### config.mk
export PLATFORM = sky130hd
export DESIGN_NAME = voice_tuning_scheduler
export DESIGN_NICKNAME = d
export VERILOG_FILES = /design/src/rtl/voice_tuning_scheduler.sv
export SDC_FILE = /design/constraint.sdc
export NUM_CORES = 1
export LEC_CHECK = 0
export ABC_AREA = 1
export CAP_MARGIN = 20
export CORE_ASPECT_RATIO = 0.8
export CORE_MARGIN = 2
export CORE_UTILIZATION = 51
export CTS_CLUSTER_DIAMETER = 50
export DETAILED_ROUTE_END_ITERATION = 6
export PLACE_DENSITY = 0.88
export SYNTH_ARGS = -nofsm -noshare
export SYNTH_HDL_FRONTEND = slang
export SYNTH_SLANG_ARGS = --single-unit
### constraint.sdc
create_clock -name i_clk -period 4.7 [get_ports i_clk]
set_clock_uncertainty 0.1 [all_clocks]
set_input_delay 0.94 -clock i_clk [delete_from_list [all_inputs] [get_ports i_clk]]
set_output_delay 0.94 -clock i_clk [all_outputs]
set_load 0.02 [all_outputs]
### src/rtl/voice_tuning_scheduler.sv
// Voice allocator and shared tuning-ROM sequencer for NUM_VOICES oscillator voices.
// Optional voice stealing when all voices sound: define VOICE_STEAL_EN.
module voice_tuning_scheduler #(
  parameter int unsigned NUM_VOICES = 4,
  parameter int unsigned VW         = $clog2(NUM_VOICES)
) (
  input  logic                    i_clk,
  input  logic                    i_rst_n,
  input  logic                    i_ev_valid,
  output logic                    o_ev_ready,
  input  logic                    i_ev_on,
  input  logic [6:0]              i_ev_note,
  output logic [6:0]              o_lut_note,
  input  logic [31:0]             i_lut_code,
  output logic [32*NUM_VOICES-1:0] o_tuning,
  output logic [7*NUM_VOICES-1:0]  o_note,
  output logic [NUM_VOICES-1:0]    o_gate,
  output logic                    o_drop
);

  typedef enum logic [1:0] {StIdle, StLookup, StWait} state_e;

  state_e                  state_q, state_d;
  logic [31:0]             tuning_q [NUM_VOICES];
  logic [31:0]             tuning_d [NUM_VOICES];
  logic [6:0]              note_q   [NUM_VOICES];
  logic [6:0]              note_d   [NUM_VOICES];
  logic [NUM_VOICES-1:0]   gate_q, gate_d;
  logic [VW-1:0]           target_q, target_d;
  logic [6:0]              lut_note_q, lut_note_d;
  logic                    drop_q, drop_d;

`ifdef VOICE_STEAL_EN
  logic [VW-1:0]           steal_ptr_q, steal_ptr_d;
`endif

  logic                    accept;
  logic                    hit_found, free_found, start;
  logic [VW-1:0]           hit_idx, free_idx, start_idx;

  assign accept = i_ev_valid && (state_q == StIdle);

  // Descending scan so the lowest matching index wins.
  always_comb begin
    hit_found  = 1'b0;
    free_found = 1'b0;
    hit_idx    = '0;
    free_idx   = '0;
    for (int i = int'(NUM_VOICES) - 1; i >= 0; i--) begin
      if (gate_q[i] && (note_q[i] == i_ev_note)) begin
        hit_found = 1'b1;
        hit_idx   = VW'(i);
      end
      if (!gate_q[i]) begin
        free_found = 1'b1;
        free_idx   = VW'(i);
      end
    end
  end

  always_comb begin
    state_d    = state_q;
    tuning_d   = tuning_q;
    note_d     = note_q;
    gate_d     = gate_q;
    target_d   = target_q;
    lut_note_d = lut_note_q;
    drop_d     = 1'b0;
    start      = 1'b0;
    start_idx  = '0;
`ifdef VOICE_STEAL_EN
    steal_ptr_d = steal_ptr_q;
`endif

    unique case (state_q)
      StIdle: begin
        if (accept) begin
          if (!i_ev_on) begin
            for (int i = 0; i < int'(NUM_VOICES); i++) begin
              if (gate_q[i] && (note_q[i] == i_ev_note)) gate_d[i] = 1'b0;
            end
          end else if (hit_found) begin
            start     = 1'b1;
            start_idx = hit_idx;
          end else if (free_found) begin
            start     = 1'b1;
            start_idx = free_idx;
          end else begin
`ifdef VOICE_STEAL_EN
            start       = 1'b1;
            start_idx   = steal_ptr_q;
            steal_ptr_d = (steal_ptr_q == VW'(NUM_VOICES - 1)) ? '0 : steal_ptr_q + 1'b1;
`else
            drop_d = 1'b1;
`endif
          end
        end
        if (start) begin
          target_d           = start_idx;
          note_d[start_idx]  = i_ev_note;
          lut_note_d         = i_ev_note;
          state_d            = StLookup;
        end
      end
      StLookup: state_d = StWait;
      StWait: begin
        tuning_d[target_q] = i_lut_code;
        gate_d[target_q]   = 1'b1;
        state_d            = StIdle;
      end
      default: state_d = StIdle;
    endcase
  end

  always_ff @(posedge i_clk or negedge i_rst_n) begin
    if (!i_rst_n) begin
      state_q    <= StIdle;
      gate_q     <= '0;
      target_q   <= '0;
      lut_note_q <= '0;
      drop_q     <= 1'b0;
      for (int i = 0; i < int'(NUM_VOICES); i++) begin
        tuning_q[i] <= '0;
        note_q[i]   <= '0;
      end
`ifdef VOICE_STEAL_EN
      steal_ptr_q <= '0;
`endif
    end else begin
      state_q    <= state_d;
      gate_q     <= gate_d;
      target_q   <= target_d;
      lut_note_q <= lut_note_d;
      drop_q     <= drop_d;
      for (int i = 0; i < int'(NUM_VOICES); i++) begin
        tuning_q[i] <= tuning_d[i];
        note_q[i]   <= note_d[i];
      end
`ifdef VOICE_STEAL_EN
      steal_ptr_q <= steal_ptr_d;
`endif
    end
  end

  for (genvar v = 0; v < NUM_VOICES; v++) begin : g_out
    assign o_tuning[32*v +: 32] = tuning_q[v];
    assign o_note[7*v +: 7]     = note_q[v];
  end

  assign o_gate     = gate_q;
  assign o_lut_note = lut_note_q;
  assign o_drop     = drop_q;
  assign o_ev_ready = (state_q == StIdle);

endmodule

# == Word-level counts from Yosys, hierarchy flattened ==
# Cells that the tools add are included.
# op_classes
order_cmp,6
n_eq_ne,13
mux,48
bitwise,3
n_reduce_logical,15
# ops
cell,n
128-bit bitwise mux,1
32-bit demux with 2-bit select,1
32-bit two-way mux,1
28-bit bitwise mux,1
7-bit == test,4
2-bit two-way mux,14
1-bit two-way mux,23
4-bit AND reduction,4
7-bit demux with 2-bit select,1
2-bit by 1-bit inequality test with 1-bit output (second input constant),6
1-bit logical AND,8
4-bit two-way mux,2
4-bit one-hot mux with 2 select lines,1
7-bit two-way mux,1
3-bit greater-or-equal comparator (second input constant),2
3-bit by 1-bit < comparator with 1-bit output (second input constant),2
2-bit inverter with 3-bit output,2
4-bit bitwise OR,1
2-bit one-hot mux with 2 select lines,1
2-bit by 3-bit < comparator with 1-bit output (second input constant),1
1-bit demux with 2-bit select,1
2-bit by 1-bit == test with 1-bit output (second input constant),1
2-bit == test (second input constant),1
2-bit by 1-bit greater-or-equal comparator with 1-bit output (second input constant),1
other kinds (4),4
# totals
regBits,172
in_bits,43
out_inout_bits,169
elab_cells,101

# == Longest topological paths before layout ==
# depth
depth_word,16
mapped_depth,15

# == Least setup slack after synthesis ==
# Ideal clock, no wire load.
# synth_path
kind,input to register
start,in i_ev_note[0]
end,reg note_q (netlist bit o_note[12])
setup_time_ns,0.120
arrival_time_ns,2.268
t_required_ns,4.480
slack_ns,2.212
cell_stages,15
cell_sequence,buf_2 inv_2 nand2_1 nand2_1 nor2_1 nand2_1 nor2_2 nor2_4 nand3_4 nand2_2 buf_6 nand3_4 buf_12 nand2_2 o21ai_2
# synth_between
elab_chain_len,16
elab_cells_between_ends,32
classes_between,2 x order compare; 4 x eq/ne; 19 x mux; 1 x bitwise; 6 x reduce/logical
# synth_rtl
element,line_no,text
"start, declared",12,"input logic [6:0] i_ev_note,"
7-bit == test,50,if (gate_q[i] && (note_q[i] == i_ev_note)) begin
1-bit logical AND,50,
2-bit two-way mux or 1-bit two-way mux (tied branches) (4 in series),50,
2-bit two-way mux,82,end else if (hit_found) begin
2-bit two-way mux,78,if (!i_ev_on) begin
2-bit two-way mux,77,if (accept) begin
2-bit two-way mux,75,unique case (state_q)
2-bit inverter with 3-bit output (not written as such),100,note_d[start_idx] = i_ev_note;
3-bit greater-or-equal comparator (not written as such) or 3-bit by 1-bit < comparator with 1-bit output (tied branches),100,
1-bit logical AND (not written as such),100,
7-bit two-way mux (not written as such),100,
7-bit demux with 2-bit select,100,
28-bit bitwise mux,100,
"end signal, assigned by index",137,note_q[i] <= note_d[i];
"end, declared",26,logic [6:0] note_q [NUM_VOICES];
# Several ways; a longest one is shown, not always the timed one. The select of a mux whose other input is x is not followed.
# A chain may end at the register's enable or synchronous reset.

# == Worst setup path in the final report ==
# layout_path
start,in i_ev_note[6]
end,reg note_q (netlist bit o_note[5])
# The elaborated chain is that of the path after synthesis.

==> results.sh <==
export IMPL_syn_area_per_cell_um2=9.23
export IMPL_holdWs_ns=0.362
export IMPL_critPathRequiredTime_ns=4.91
export IMPL_finalCritPeriodShare=0.696
export IMPL_cts_hold_buf=0
export IMPL_cts_buffer_depth=2
export IMPL_synth_top_area_cell="dfrtp_1"
export IMPL_cp_arrival_ns=3.48
export IMPL_ant_nets=0
export IMPL_syn_inst=770
export IMPL_hold_viol=0
export IMPL_synth_cell_types=26
export IMPL_hpwl_um=13500
export IMPL_synthesis_area_um2=7110
export IMPL_clk_pin_slew_ns=0.08
export IMPL_synthToLayoutAreaGrowth_pct=39.7
export IMPL_crit_buf_inv=3
export IMPL_core_um2=13600
export IMPL_final_cell_mix="255 x nand2_1, 210 x clkdlybuf4s50_1, 172 x dfrtp_1"
export IMPL_post_cts_buffers=0
export IMPL_first_pass_iters=5
export IMPL_clock_fmax_mhz=306
export IMPL_drive_gt1_frac=0.103
export IMPL_wire_per_inst_um=16.5
export IMPL_hold_path_class="in2async"
export IMPL_grt_total_usage=0.264
export IMPL_finalNonFillerCells=1165
export IMPL_grt_busiest_layer="met2"
export IMPL_fin_util=0.730
export IMPL_max_cap_violations=0
export IMPL_endpoint_kind="register"
export IMPL_routed_wl_um=19200
export IMPL_initial_core_util=0.523
export IMPL_slowest_stage="clkdlybuf4s50_1"
export IMPL_clock_sinks=172
export IMPL_criticalPathCategory="in2reg"
export IMPL_remaining_drc_errors=0
export IMPL_yosysWarnings=0
export IMPL_nNetsFinal=1015
export IMPL_grt_pass1_vias=5813
export IMPL_use_met3=0.0696
export IMPL_crit_top_cell="nand2_1"
export IMPL_cp_max_fo=16
export IMPL_use_met2=0.411
export IMPL_cpPeakStageDelay_ns=0.70
export IMPL_clkLatencyLatePin_ns=0.41
export IMPL_grtUsageMet1=0.355
export IMPL_ys_seq_area_frac=0.606
export IMPL_drt_initial_drc_count=482
export IMPL_grt_pass1_wl_um=30300
export IMPL_via_count=6033
export IMPL_gp_congestion=0.977
export IMPL_grt_max_degree=117
export IMPL_die_area_um2=14900
export IMPL_io_pins=212
export IMPL_ys_seq_elements=172
export IMPL_rsz0062_at_grt="false"
export IMPL_dieHeight_um=110
export IMPL_power_density_nw_per_um2=706
export IMPL_die_w_um=136
export IMPL_cts_root_buf="clkbuf_16"
export IMPL_numCtsBuffers=17
export IMPL_syn_num_nets=813
export IMPL_dpl_cell_count=1132
export IMPL_viasPerCell=5.18
export IMPL_p_leak_nw=4.81
export IMPL_worstMarginPinSlew_ns=0.649
export IMPL_grt_antenna_before_repair=0
export IMPL_num_rows=38
export IMPL_cp_start_kind="input pin"
export IMPL_layout_commonest_cell="nand2_1"
export IMPL_io_buffer_count=211
export IMPL_synth_top_area_share=0.606
export IMPL_cts_resized=0
export IMPL_cp_top_family="simple AND/OR/NAND/NOR gates"
export IMPL_vdd_ir_drop_max_uv=456
export IMPL_outcome="complete, no violations"
export IMPL_slew_violations=0
export IMPL_finalSetupViolations=0
export IMPL_synth_area_leaders="dfrtp_1 61%, nand2_1 13%, o21ai_0 10%"
export IMPL_maxSlewHeadroom=0.567
export IMPL_n_antenna_cell=0
export IMPL_worstPathCellList="clkdlybuf4s50_1 > inv_2 > nand2_1 > nand2_1 > nor2_1 > nand2_1 > nor2_2 > nor2_4 > nand3_2 > nand2_1 > inv_2 > nand3_4 > nand2_1 > nand2_1"
export IMPL_grt_ovfl_total=0
export IMPL_htree_levels=4
export IMPL_period_needed_ns=3.27
export IMPL_tns_ns=0
export IMPL_cts_tree="done"
-- cells by family after synthesis --
logic type / Yosys count / synth area share
buffers and inverters: 108 / 0.0658
AO/OA/AOI/OAI: 167 / 0.126
AND/OR/NAND/NOR: 323 / 0.203
flip-flops: 172 / 0.606
-- worst reg2reg max path, cell delays in order, from the launching register on --
cell,delay [ns]
dfrtp_1,0.40
inv_1,0.07
nand2_1,0.05
o21ai_0,0.16
nor2_1,0.12
nand2_1,0.07
nor2_2,0.16
nor2_4,0.08
nand3_2,0.07
nand2_1,0.34
inv_2,0.32
nand3_4,0.14
nand2_1,0.10
nand2_1,0.05
-- registers in the layout (all words and copies together) (netlist names) --
signal	cells
o_tuning	128
state_q	2
o_note	28
o_drop	1
target_q	2
o_gate	4
o_lut_note	7
-- final timing paths --
kind,start,to,slack [ns],cells past startpoint
worst max-delay path,i_ev_note[6],o_note[5]$_DFFE_PN0P_,1.43,14
worst min-delay path,i_rst_n,o_tuning[11]$_DFFE_PN0P_,0.36,1
worst max register to register,o_note[24]$_DFFE_PN0P_,o_note[5]$_DFFE_PN0P_,2.36,13
worst min register to register,state_q[1]$_DFFE_PN0P_,state_q[1]$_DFFE_PN0P_,0.37,1
max in group asynchronous,i_rst_n,o_tuning[29]$_DFFE_PN0P_,3.33,2
min in group i_clk,state_q[1]$_DFFE_PN0P_,state_q[1]$_DFFE_PN0P_,0.37,1
-- metal layers --
metal  part of all wire  wire length [µm]  vias up
met2               0.47              9030      255
met5                  0                 0        -
met3              0.077              1480       46
met4              0.035               665        0
met1               0.42              8070     2884
li1                   -                 -     2848
-- where the power goes --
group / internal (mW) / total (mW) / switching (mW)
registers: 2.09 / 2.52 / 0.435
clock network: 0.724 / 1.37 / 0.646
logic: 1.40 / 3.12 / 1.72
total: 4.22 / 7.01 / 2.80
-- per-stage QoR --
step                area, µm²  power [mW]  worst slack, ns
floorplan                7110        4.05             2.21
global placement         9320        5.56             1.13
detailed placement       9320        5.66             1.04
CTS                      9900        7.05             1.48
global route             9930        7.43             1.28
finish                   9930        7.01             1.43
-- cell type report --
type                    instances  area [µm²]
fillers                       973        3670
repair buffers                218        2190
clock inverters                14         145
clock buffers                  18         439
flip-flops and latches        172        4300
inverters                      73         274
well taps                     180         225
multi-input cells             490        2350
-- cells in the mapped netlist --
cell type / n
nor2_1: 19
nor2_4: 7
inv_1: 64
buf_4: 1
buf_12: 3
a21oi_2: 1
o21ai_0: 148
o21ai_2: 14
nand3_2: 1
nand2_1: 255
nor2_8: 1
nand2_2: 13
clkbuf_1: 28
buf_2: 2
nand4_1: 8
a21oi_1: 1
nand2_4: 1
dfrtp_1: 172
nand3_4: 5
buf_6: 1
o21ai_1: 3
nor2_2: 4
inv_2: 9
nor3_2: 1
nor3_1: 1
nand3_1: 7
No activity file was read; power rests on OpenSTA's default activity.
